==> config.mk <==
export PLATFORM = sky130hd
export DESIGN_NAME = mem_port_arbiter
export DESIGN_NICKNAME = d
export VERILOG_FILES = /design/src/rtl/mem_port_arbiter.sv
export SDC_FILE = /design/constraint.sdc
export NUM_CORES = 1
export LEC_CHECK = 0
export BUFFER_PORTS_ARGS = -buffer_cell sky130_fd_sc_hd__buf_2
export CAP_MARGIN = 10
export CELL_PAD_IN_SITES_DETAIL_PLACEMENT = 0
export CELL_PAD_IN_SITES_GLOBAL_PLACEMENT = 2
export CORE_UTILIZATION = 30
export DETAILED_ROUTE_END_ITERATION = 8
export PLACE_DENSITY = 0.83
export SETUP_SLACK_MARGIN = 0.4
export SKIP_LAST_GASP = 1
export SLEW_MARGIN = 20
export SYNTH_ARGS = -nofsm -noshare
export SYNTH_HDL_FRONTEND = slang
export SYNTH_SLANG_ARGS = --single-unit
==> constraint.sdc <==
create_clock -name clk -period 3.1 [get_ports clk]
set_input_delay 0.62 -clock clk [delete_from_list [all_inputs] [get_ports clk]]
set_output_delay 0.62 -clock clk [all_outputs]
set_load 0.01 [all_outputs]
==> src/rtl/mem_port_arbiter.sv <==
// Arbitrates the unified memory port between instruction fetch (IF) and load/store (D) requesters.
// Define ROUND_ROBIN_EN for alternating priority on simultaneous requests; default is fixed D-first.
module mem_port_arbiter #(
    parameter int unsigned AW      = 32,
    parameter int unsigned DW      = 32,
    parameter int unsigned MEM_LAT = 1
) (
    input  logic          clk,
    input  logic          reset,
    input  logic          if_req,
    input  logic [AW-1:0] if_addr,
    output logic          if_gnt,
    output logic          if_rvalid,
    output logic [DW-1:0] if_rdata,
    input  logic          d_req,
    input  logic          d_we,
    input  logic [AW-1:0] d_addr,
    input  logic [DW-1:0] d_wdata,
    output logic          d_gnt,
    output logic          d_rvalid,
    output logic [DW-1:0] d_rdata,
    output logic          mem_en,
    output logic          mem_we,
    output logic [AW-1:0] mem_addr,
    output logic [DW-1:0] mem_wdata,
    input  logic [DW-1:0] mem_rdata,
    output logic          busy
);

    typedef enum logic [1:0] {
        ST_IDLE,
        ST_ACCESS,
        ST_WAIT,
        ST_RESP
    } state_t;

    typedef enum logic {
        OWN_IF,
        OWN_D
    } owner_t;

    localparam logic [3:0] LAT4 = 4'(MEM_LAT);

    state_t        state_q, state_d;
    logic [3:0]    cnt_q, cnt_d;
    owner_t        owner_q, owner_d;
    logic [AW-1:0] addr_q, addr_d;
    logic          we_q, we_d;
    logic [DW-1:0] wdata_q, wdata_d;
    logic [DW-1:0] if_rdata_q, if_rdata_d;
    logic [DW-1:0] d_rdata_q, d_rdata_d;
`ifdef ROUND_ROBIN_EN
    owner_t        last_q, last_d;
`endif

    logic grant_if_c;
    logic grant_d_c;

    always_comb begin
        grant_if_c = 1'b0;
        grant_d_c  = 1'b0;
        if (state_q == ST_IDLE) begin
`ifdef ROUND_ROBIN_EN
            // On contention the requester not served last wins.
            if (if_req && d_req) begin
                if (last_q == OWN_IF) grant_d_c  = 1'b1;
                else                  grant_if_c = 1'b1;
            end else begin
                grant_d_c  = d_req;
                grant_if_c = if_req;
            end
`else
            grant_d_c  = d_req;
            grant_if_c = if_req & ~d_req;
`endif
        end
    end

    always_comb begin
        state_d    = state_q;
        cnt_d      = cnt_q;
        owner_d    = owner_q;
        addr_d     = addr_q;
        we_d       = we_q;
        wdata_d    = wdata_q;
        if_rdata_d = if_rdata_q;
        d_rdata_d  = d_rdata_q;
`ifdef ROUND_ROBIN_EN
        last_d     = last_q;
`endif
        case (state_q)
            ST_IDLE: begin
                if (grant_d_c) begin
                    owner_d = OWN_D;
                    addr_d  = d_addr;
                    we_d    = d_we;
                    wdata_d = d_wdata;
                    state_d = ST_ACCESS;
`ifdef ROUND_ROBIN_EN
                    last_d  = OWN_D;
`endif
                end else if (grant_if_c) begin
                    owner_d = OWN_IF;
                    addr_d  = if_addr;
                    we_d    = 1'b0;
                    wdata_d = '0;
                    state_d = ST_ACCESS;
`ifdef ROUND_ROBIN_EN
                    last_d  = OWN_IF;
`endif
                end
            end
            ST_ACCESS: begin
                cnt_d   = LAT4;
                state_d = ST_WAIT;
            end
            ST_WAIT: begin
                if (cnt_q != 4'd0) cnt_d = cnt_q - 4'd1;
                // Read data is valid in the final wait cycle; stores return zero.
                if (cnt_q <= 4'd1) begin
                    state_d = ST_RESP;
                    if (owner_q == OWN_D) d_rdata_d  = we_q ? '0 : mem_rdata;
                    else                  if_rdata_d = mem_rdata;
                end
            end
            ST_RESP: state_d = ST_IDLE;
            default: state_d = ST_IDLE;
        endcase
    end

    always_ff @(posedge clk or negedge reset) begin
        if (!reset) begin
            state_q    <= ST_IDLE;
            cnt_q      <= '0;
            owner_q    <= OWN_IF;
            addr_q     <= '0;
            we_q       <= 1'b0;
            wdata_q    <= '0;
            if_rdata_q <= '0;
            d_rdata_q  <= '0;
`ifdef ROUND_ROBIN_EN
            last_q     <= OWN_IF;
`endif
        end else begin
            state_q    <= state_d;
            cnt_q      <= cnt_d;
            owner_q    <= owner_d;
            addr_q     <= addr_d;
            we_q       <= we_d;
            wdata_q    <= wdata_d;
            if_rdata_q <= if_rdata_d;
            d_rdata_q  <= d_rdata_d;
`ifdef ROUND_ROBIN_EN
            last_q     <= last_d;
`endif
        end
    end

    assign if_gnt    = grant_if_c;
    assign d_gnt     = grant_d_c;
    assign if_rvalid = (state_q == ST_RESP) && (owner_q == OWN_IF);
    assign d_rvalid  = (state_q == ST_RESP) && (owner_q == OWN_D);
    assign if_rdata  = if_rdata_q;
    assign d_rdata   = d_rdata_q;
    assign mem_en    = (state_q == ST_ACCESS);
    assign mem_we    = we_q;
    assign mem_addr  = addr_q;
    assign mem_wdata = wdata_q;
    assign busy      = (state_q != ST_IDLE);

endmodule

==> flow_metrics.py, run 1 <==
metrics = {
    "run_status": {
        "status": "complete, no violations",
    },
    "die": {
        "coreArea_um2": 18800,
        "rows": 50,
        "die_area_um2": 19800,
        "num_io_pins": 268,
        "initial_core_util": 0.307,
        "die_w_um": 141,
        "die_height_um": 141,
    },
    "final_layout": {
        "utilization": 0.428,
        "layout-drive-gt1-share": 0.529,
        "antenna_cells": 0,
        "final_nets": 840,
        "syn2layout_area_growth_pct": 39.1,
        "fillers": 1814,
    },
    "synthesis": {
        "async_flop_share": 1.00,
        "synth_fp_nets": 573,
        "synth.cell_area_um2": 5770,
        "ys_seq_area_frac": 0.590,
        "synthFlopType": "dfrtp_1",
        "synthTopCellsByArea": "dfrtp_1 59%, mux2_4 7.8%, mux2_2 6.8%",
        "synth_top_cell_area_share": 0.590,
        "synth_commonest_cells": "136 x dfrtp_1, 38 x nand2_1, 35 x mux2_2, 34 x o21ai_0",
        "synth_edf_count": 0,
        "syn-instance-count": 434,
        "synth_area_per_cell_um2": 13.3,
        "yosys_warnings": 0,
        "synth_seq_cells": 136,
        "synth_cell_types": 33,
        "yosysMostFrequentCell": "dfrtp_1",
        "synth_top_cell_by_area": "dfrtp_1",
    },
    "setup_path": {
        "cpLargestDelayFamily": "simple AND/OR/NAND/NOR gates",
        "crit_chain": "inv_1, ha_1, nor2b_2, o21ai_1, or3_2, buf_4, mux2_4",
        "cp_slowest_stage_delay_ns": 0.42,
        "crit_type": "reg2reg",
        "start_kind": "register",
        "cp.arrival_ns": 2.73,
        "cp_num_buf_inv": 2,
        "critPathSlowestCell": "or3_2",
        "worstPathMaxFanout": 32,
        "worst_ep_required_time_ns": 3.40,
        "end_kind": "register",
    },
    "timing": {
        "post-route-period-util": 0.785,
        "setup_viol": 0,
        "fin_skew_ns": 0.00768,
        "tightest_slew_ns": 0.749,
        "fmax_ghz": 0.411,
        "final-hold-violation-count": 0,
        "slew_viol_final": 0,
        "relSlewSlack": 0.501,
        "tns_ns": 0,
        "holdWs_ns": 0.163,
        "period_minus_slack_ns": 2.43,
        "fin_ws_ns": 0.666,
        "rsz0062_at_grt": "false",
    },
    "clock_network": {
        "ctsResizeCount": 0,
        "ctsHoldBuffers": 0,
        "cts_tree": "built",
        "cts_root_buf": "clkbuf_16",
        "clock_latency_ns": 0.41,
        "clkTransAtPathRegs_ns": 0.06,
        "clockBufferDepth": 2,
        "cts_buffers": 17,
        "cts_max_level": 4,
        "postCtsSetupRepairBufs": 0,
        "clock_sinks": 136,
    },
    "power": {
        "p_leak_nw": 4.36,
        "p_per_area_nw_per_um2": 1100,
        "fin_total_pwr_mw": 8.83,
        "peakVddDrop_v": 0.000366,
    },
    "drt": {
        "vias": 4388,
        "first_pass_iters": 4,
        "drtAntennaViolNets": 0,
        "vias_per_cell": 4.63,
        "drt_wl_total_mm": 14.9,
        "drc_errors": 0,
        "routedWlPerCell_um": 15.8,
        "dr.first_iter.drc_count": 105,
    },
    "placed_design": {
        "hpwlAfterDp_mm": 11.0,
        "place_ws_ns": 0.680,
        "gp_congestion": 0.780,
        "io_buffers": 267,
    },
    "grt": {
        "grt_max_degree": 73,
        "grt_use_total": 0.156,
        "grt_pass1_wl_mm": 23.9,
        "antenna_found_initial": 1,
        "grt.overflow.total": 0,
        "grt_pass1_vias": 4537,
    },
    "min_path": {
        "hold_path_class": "in2async",
    },
    "run": {
        "maxCapViolations": 0,
    },
}
==> power by group <==
part           leakage [nW]  switching (mW)  internal [mW]  total, mW
combinational          2.36            1.72           1.73       3.45
sequential             1.68           0.498           2.62       3.11
clock                 0.320           0.821           1.45       2.28
==> routing by layer <==
metal	global-route usage	wire [um]
met5	0	0
met4	0.0629	218
met3	0.0520	1310
met2	0.247	6760
met1	0.196	6660
==> logic make-up (layout without fill, tap and decap cells) <==
| logic type | count (synthesis) | in the layout | share of synthesized area |
|---|---|---|---|
| flip-flops | 136 | 136 | 0.590 |
| AND/OR/NAND/NOR | 83 | 83 | 0.0751 |
| buffers and inverters | 35 | 315 | 0.0291 |
| multiplexers | 96 | 96 | 0.200 |
| AO/OA/AOI/OAI | 78 | 78 | 0.0926 |
| adder cells (fa/ha/maj) | 6 | 6 | 0.0130 |
==> per-stage QoR <==
step | instance area [um^2] | cells
6_report | 8030 | 948
3_5_place_dp | 7360 | 916
2_1_floorplan | 5770 | 434
5_1_grt | 8030 | 948
4_1_cts | 8030 | 948
3_3_place_gp | 7360 | 916
==> sequential cells by signal, summed over array words and instances (netlist names) <==
signal,flops
mem_we,1
mem_addr,32
mem_wdata,32
state_q,2
if_rdata,32
d_rdata,32
cnt_q,4
owner_q,1
==> cells in the final DEF (no fill, tap or decap), types with 2 or more instances in the layout <==
cell and count:
inv_8 2, mux2_4 30, buf_2 266, nor2_1 2
mux2_2 35, clkbuf_16 17, a21oi_1 3, a22o_1 33
inv_6 5, buf_4 8, nor2b_1 33, inv_1 6
nand2_1 37, dfrtp_1 136, o21ai_0 34, bufinv_16 5
mux2i_1 31, ha_1 6
==> worst paths after layout <==
kind	from	to	slack (ns)	cells past startpoint
max in group asynchronous	reset	mem_addr[10]	2.18	2
max	state_q[0]	if_rdata[17]	0.67	7
min in group clk	d_wdata[31]	mem_wdata[31]	0.43	2
max reg2reg	state_q[0]	if_rdata[17]	0.67	7
min	reset	d_rdata[10]	0.16	1
min reg2reg	mem_addr[24]	mem_addr[24]	0.47	2
==> area by class of cell <==
type,count,area (um^2),share of cell area
Sequential cell,136,3400,0.424
Multi-Input combinational cell,263,2220,0.276
Timing Repair Buffer,276,1420,0.177
Clock buffer,18,429,0.0535
Tap cell,234,293,0.0365
Clock inverter,14,233,0.0290
Inverter,7,26.3,0.00327
Power figures use the tool's default switching activity.
==> inputs of run 2 (changes only) <==
--- a/config.mk
+++ b/config.mk
@@ -9,9 +9,9 @@
 export CAP_MARGIN = 10
 export CELL_PAD_IN_SITES_DETAIL_PLACEMENT = 0
 export CELL_PAD_IN_SITES_GLOBAL_PLACEMENT = 2
-export CORE_UTILIZATION = 30
+export CORE_UTILIZATION = 29
 export DETAILED_ROUTE_END_ITERATION = 8
-export PLACE_DENSITY = 0.83
+export PLACE_DENSITY = 0.81
 export SETUP_SLACK_MARGIN = 0.4
 export SKIP_LAST_GASP = 1
 export SLEW_MARGIN = 20
==> constraint.sdc (replaced) <==
create_clock -name clk -period 2.3 [get_ports clk]
set_input_delay 0.46 -clock clk [delete_from_list [all_inputs] [get_ports clk]]
set_output_delay 0.46 -clock clk [all_outputs]
set_load 0.01 [all_outputs]
==> flow_metrics.py, run 2 (synthesis results as in run 1) <==
metrics = {
    "final_layout": {
        "syn2layout_area_growth_pct": 45.7,
        "layout_common_cells": "263 x buf_2, 136 x dfrtp_1, 42 x mux2_4",
        "layout_commonest_cell": "buf_2",
        "final_nets": 857,
        "final_cells": 996,
        "layout-drive-gt1-share": 0.554,
        "fillers": 1864,
        "antenna_cells": 0,
    },
    "power": {
        "p_per_area_nw_per_um2": 1460,
        "peakVddDrop_v": 0.000463,
        "p_leak_nw": 4.52,
    },
    "grt": {
        "grt_pass1_vias": 4604,
        "grt_pass1_wl_mm": 24.2,
        "antenna_found_initial": 0,
        "grt_max_degree": 91,
        "grt_use_total": 0.156,
        "grt.overflow.total": 0,
    },
    "timing": {
        "setup_viol": 0,
        "tns_ns": 0,
        "slew_viol_final": 0,
        "relSlewSlack": 0.658,
        "holdWs_ns": 0.0267,
        "rsz0062_at_grt": "true",
        "tightest_slew_ns": 0.513,
        "post-route-period-util": 0.845,
        "fmax_ghz": 0.514,
        "period_minus_slack_ns": 1.94,
        "final-hold-violation-count": 0,
        "fin_skew_ns": 0.00943,
    },
    "drt": {
        "drc_errors": 0,
        "met2WireLength_mm": 7.75,
        "dr.first_iter.drc_count": 120,
        "met3WireLength_mm": 1.26,
        "wl_met1_mm": 6.97,
        "drt_wl_total_mm": 16.3,
        "drtAntennaViolNets": 0,
        "vias": 4505,
        "routedWlPerCell_um": 16.3,
        "first_pass_iters": 5,
        "vias_per_cell": 4.52,
        "top_layer_used": "met4",
    },
    "setup_path": {
        "worstPathMaxFanout": 8,
        "crit_chain": "buf_6, ha_4, nor2b_4, o21ai_4, or3_4, buf_16, mux2_4",
        "start_kind": "register",
        "crit_type": "reg2reg",
        "cp.arrival_ns": 2.24,
        "cp_slowest_stage_delay_ns": 0.44,
        "cpLargestDelayFamily": "simple AND/OR/NAND/NOR gates",
        "end_kind": "register",
        "critPathSlowestCell": "or3_4",
        "worst_ep_required_time_ns": 2.59,
        "cp_num_buf_inv": 2,
    },
    "clock_network": {
        "cts_max_level": 4,
        "cts_tree": "built",
        "cts_root_buf": "clkbuf_16",
        "clockBufferDepth": 2,
        "cts_buffers": 17,
        "clkTransAtPathRegs_ns": 0.06,
        "clock_sinks": 136,
        "ctsHoldBuffers": 0,
        "clock_latency_ns": 0.42,
    },
    "die": {
        "die_area_um2": 20500,
        "coreArea_um2": 19500,
        "num_io_pins": 268,
        "die_w_um": 143,
        "initial_core_util": 0.296,
        "rows": 51,
        "die_height_um": 143,
    },
    "min_path": {
        "hold_path_class": "in2async",
    },
    "placed_design": {
        "io_buffers": 267,
        "dp.cells": 950,
        "gp_congestion": 0.759,
        "hpwlAfterDp_mm": 11.2,
    },
    "run_status": {
        "status": "complete, no violations",
    },
    "run": {
        "maxCapViolations": 0,
    },
}
run 2: changes by cell type in the layout (fill, tap and decap cells not counted), moves of 3 or more:
cell / delta
buf_12: +6
buf_16: +3
buf_2: -3
buf_4: +5
buf_6: +4
bufinv_16: -4
clkinv_4: +5
ha_1: -4
mux2_2: -12
mux2_4: +12
run 2: stage by stage:
step                power, mW  worst slack [ns]  cell area [um^2]   util
floorplan                7.06             0.456              5770      -
global placement         8.90             0.275              7490  0.385
detailed placement       9.06             0.216              7490  0.385
CTS                      12.0             0.354              8210  0.422
global route             13.1             0.299              8400  0.432
finish                   12.2             0.356              8400  0.432
run 2: routing by layer:
metal,track usage,vias up
li1,-,2096
met1,0.191,2179
met2,0.255,212
met3,0.0496,18
met4,0.0600,0
met5,0,-
run 2: path summary, 6_finish.rpt:
check / from / to / slack, ns / cells past startpoint
worst min-delay path: reset / if_rdata[12] / 0.03 / 2
worst max-delay path: state_q[1] / if_rdata[4] / 0.36 / 7
min in group clk: d_wdata[20] / mem_wdata[20] / 0.26 / 2
worst min register to register: mem_addr[12] / mem_addr[12] / 0.47 / 2
worst max register to register: state_q[1] / if_rdata[4] / 0.36 / 7
max in group asynchronous: reset / mem_addr[17] / 1.93 / 2
run 2: area by class of cell:
class	count	area, um^2	share of cell area
Timing Repair Buffer	293	1740	0.207
Clock inverter	14	141	0.0168
Multi-Input combinational cell	263	2320	0.277
Tap cell	265	332	0.0395
Clock buffer	18	429	0.0511
Sequential cell	136	3400	0.405
Inverter	7	31.3	0.00372
run 2: timing repair:
item / 4_1_cts / 5_1_grt
pin swaps: 2 / 5
gates resized for setup: 15 / 25
buffers inserted: 3 / 5
cloned: 3 / 3
setup endpoints to repair: 67 / 69
run 2: power by group:
group	leakage (nW)	internal (mW)	switching (mW)	total (mW)
Clock	0.283	1.52	1.12	2.64
Combinational	2.56	2.83	2.56	5.39
Sequential	1.68	3.53	0.669	4.20
==> inputs of run 3 (changes only) <==
--- a/config.mk
+++ b/config.mk
@@ -5,13 +5,14 @@
 export SDC_FILE = /design/constraint.sdc
 export NUM_CORES = 1
 export LEC_CHECK = 0
+export ABC_AREA = 1
 export BUFFER_PORTS_ARGS = -buffer_cell sky130_fd_sc_hd__buf_2
 export CAP_MARGIN = 10
 export CELL_PAD_IN_SITES_DETAIL_PLACEMENT = 0
 export CELL_PAD_IN_SITES_GLOBAL_PLACEMENT = 2
-export CORE_UTILIZATION = 29
+export CORE_UTILIZATION = 23
 export DETAILED_ROUTE_END_ITERATION = 8
-export PLACE_DENSITY = 0.81
+export PLACE_DENSITY = 0.76
 export SETUP_SLACK_MARGIN = 0.4
 export SKIP_LAST_GASP = 1
 export SLEW_MARGIN = 20
==> constraint.sdc (replaced) <==
create_clock -name clk -period 1.7 [get_ports clk]
set_input_delay 0.34 -clock clk [delete_from_list [all_inputs] [get_ports clk]]
set_output_delay 0.34 -clock clk [all_outputs]
set_load 0.01 [all_outputs]
==> flow_metrics.py, run 3 <==
metrics = {
    "final_layout": {
        "final_cell_area_um2": 10700,
        "layout-drive-gt1-share": 0.525,
        "layout_common_cells": "219 x buf_2, 166 x nand2_1, 135 x dfrtp_1",
        "layout_commonest_cell": "buf_2",
        "syn2layout_area_growth_pct": 74.7,
        "final_nets": 1252,
        "antenna_cells": 0,
        "fillers": 2710,
    },
    "setup_path": {
        "cp.arrival_ns": 1.36,
        "cp_slowest_stage_delay_ns": 0.42,
        "start_kind": "register",
        "cpLargestDelayFamily": "flip-flops",
        "critPathSlowestCell": "dfrtp_1",
        "worstPathMaxFanout": 4,
        "worst_ep_required_time_ns": 1.36,
        "crit_type": "reg2out",
        "end_kind": "output pin",
        "cp_num_buf_inv": 2,
        "crit_chain": "inv_2, ha_4, nand2_4, nor2_1, buf_2",
    },
    "grt": {
        "grt_max_degree": 97,
        "grt.overflow.total": 0,
        "grt_use_total": 0.165,
        "grt_pass1_wl_mm": 33.9,
        "grt_pass1_vias": 5952,
        "antenna_found_initial": 3,
    },
    "synthesis": {
        "synth_top_family_by_area": "simple AND/OR/NAND/NOR gates",
        "muxShareOfSynthArea": 0,
        "synth_commonest_cells": "283 x nand2_1, 136 x dfrtp_1, 68 x nor2_1, 66 x nand4_1, 45 x inv_1",
        "synth_area_per_cell_um2": 8.30,
        "synth_compound_area_frac": 0.0541,
        "synth_seq_cells": 136,
        "synth.cell_area_um2": 6120,
        "async_flop_share": 1.00,
        "synth_fp_nets": 877,
        "yosys_warnings": 0,
        "synth_adder_area_share": 0.0123,
        "synth_cell_types": 20,
        "synth_top_cell_area_share": 0.556,
        "synth-simple-area-share": 0.296,
        "ys_seq_area_frac": 0.556,
        "syn-instance-count": 738,
        "synthFlopType": "dfrtp_1",
        "synthTopCellsByArea": "dfrtp_1 56%, nand2_1 17%, nand4_1 6.7%",
        "yosysMostFrequentCell": "nand2_1",
        "synth_edf_count": 0,
        "synth_xor_area_frac": 0,
        "synth_top_cell_by_area": "dfrtp_1",
    },
    "power": {
        "peakVddDrop_v": 0.000761,
        "p_leak_nw": 5.74,
        "p_per_area_nw_per_um2": 2170,
        "fin_total_pwr_mw": 23.2,
    },
    "die": {
        "die_area_um2": 27300,
        "initial_core_util": 0.235,
        "die_height_um": 165,
        "rows": 59,
        "die_w_um": 165,
        "num_io_pins": 268,
        "coreArea_um2": 26100,
    },
    "clock_network": {
        "cts_root_buf": "clkbuf_16",
        "cts_tree": "built",
        "cts_buffers": 17,
        "clock_latency_ns": 0.42,
        "clkTransAtPathRegs_ns": 0.07,
        "clockBufferDepth": 2,
        "cts_max_level": 4,
        "clock_sinks": 136,
    },
    "drt": {
        "drt_wl_total_mm": 25.4,
        "drtAntennaViolNets": 0,
        "vias_per_cell": 4.51,
        "first_pass_iters": 4,
        "drc_errors": 0,
        "dr.first_iter.drc_count": 431,
        "vias": 6582,
        "routedWlPerCell_um": 17.4,
    },
    "timing": {
        "slew_viol_final": 0,
        "final-hold-violation-count": 0,
        "tightest_slew_ns": 0.605,
        "setup_viol": 1,
        "fin_skew_ns": 0.0129,
        "rsz0062_at_grt": "true",
        "holdWs_ns": 0.111,
        "fmax_ghz": 0.588,
        "post-route-period-util": 1.00,
        "period_minus_slack_ns": 1.70,
        "fin_ws_ns": -0.00172,
        "relSlewSlack": 0.597,
    },
    "placed_design": {
        "gp_congestion": 0.763,
        "io_buffers": 267,
        "place_area_um2": 7830,
        "hpwlAfterDp_mm": 14.3,
    },
    "min_path": {
        "hold_path_class": "in2reg",
    },
    "run_status": {
        "status": "finished with violations",
        "failed_checks": "negative setup slack",
    },
    "run": {
        "maxCapViolations": 0,
    },
}
## run 3: final timing paths
check | startpoint | endpoint | slack, ns | depth (start not counted)
setup / recovery | state_q[0] | if_gnt | -0.002 | 5
hold / removal | d_wdata[1] | mem_wdata[1] | 0.11 | 3
setup reg to reg | state_q[0] | mem_addr[12] | -0.002 | 11
hold reg to reg | mem_wdata[12] | mem_wdata[12] | 0.47 | 2
max in group asynchronous | reset | mem_addr[4] | 0.66 | 3
min in group asynchronous | reset | d_rdata[4] | 0.55 | 3
## run 3: area by class of cell
| type | count | area, um^2 | area share |
|---|---|---|---|
| flip-flops and latches | 136 | 3400 | 0.318 |
| repair buffers | 407 | 3260 | 0.305 |
| multi-input cells | 503 | 2800 | 0.261 |
| clock buffers | 17 | 425 | 0.0398 |
| well taps | 335 | 419 | 0.0392 |
| inverters | 48 | 198 | 0.0185 |
| clock inverters | 15 | 191 | 0.0179 |
## run 3: layer usage
metal,vias up,GRT usage,wire length [um]
li1,3131,-,-
met1,3173,0.204,10400
met2,243,0.268,12400
met3,31,0.0642,2150
met4,4,0.0400,405
met5,-,0,34
## run 3: cell families (layout without fill, tap and decap cells)
kind of cell | Yosys count | in the layout
simple gates | 431 | 431
flops | 136 | 136
buf+inv | 99 | 487
fa+ha+maj | 6 | 6
compound gates | 66 | 66
## run 3: repair_timing
| action | in CTS | in global routing |
|---|---|---|
| pin swaps | 3 | 39 |
| setup buffers | 12 | 85 |
| hold endpoints to repair | 7 | 0 |
| cloned | 8 | 13 |
| setup endpoints to repair | 227 | 271 |
| resized for setup | 21 | 265 |
| hold buffers | 1 | 0 |
## run 3: power breakdown
part	leakage [nW]	internal [mW]	switching, mW
logic	3.77	6.66	6.62
clock network	0.297	2.35	1.63
registers	1.68	4.79	1.13
## run 3: metrics by stage
stage          TNS (ns)  utilization  instances  setup WS [ns]
6_report       -0.00172        0.410       1461       -0.00172
5_1_grt           -3.56        0.410       1461        -0.0892
4_1_cts          -0.545        0.340       1363        -0.0387
3_5_place_dp          0        0.300       1310         0.0999
3_3_place_gp          0        0.300       1310          0.143
2_1_floorplan         0            -        738          0.330
## run 3: worst min-delay path: cells and delay by family
kind	cells	cell delay (ns)
buffers and inverters	1	0.07
and+or+nand+nor	2	0.09
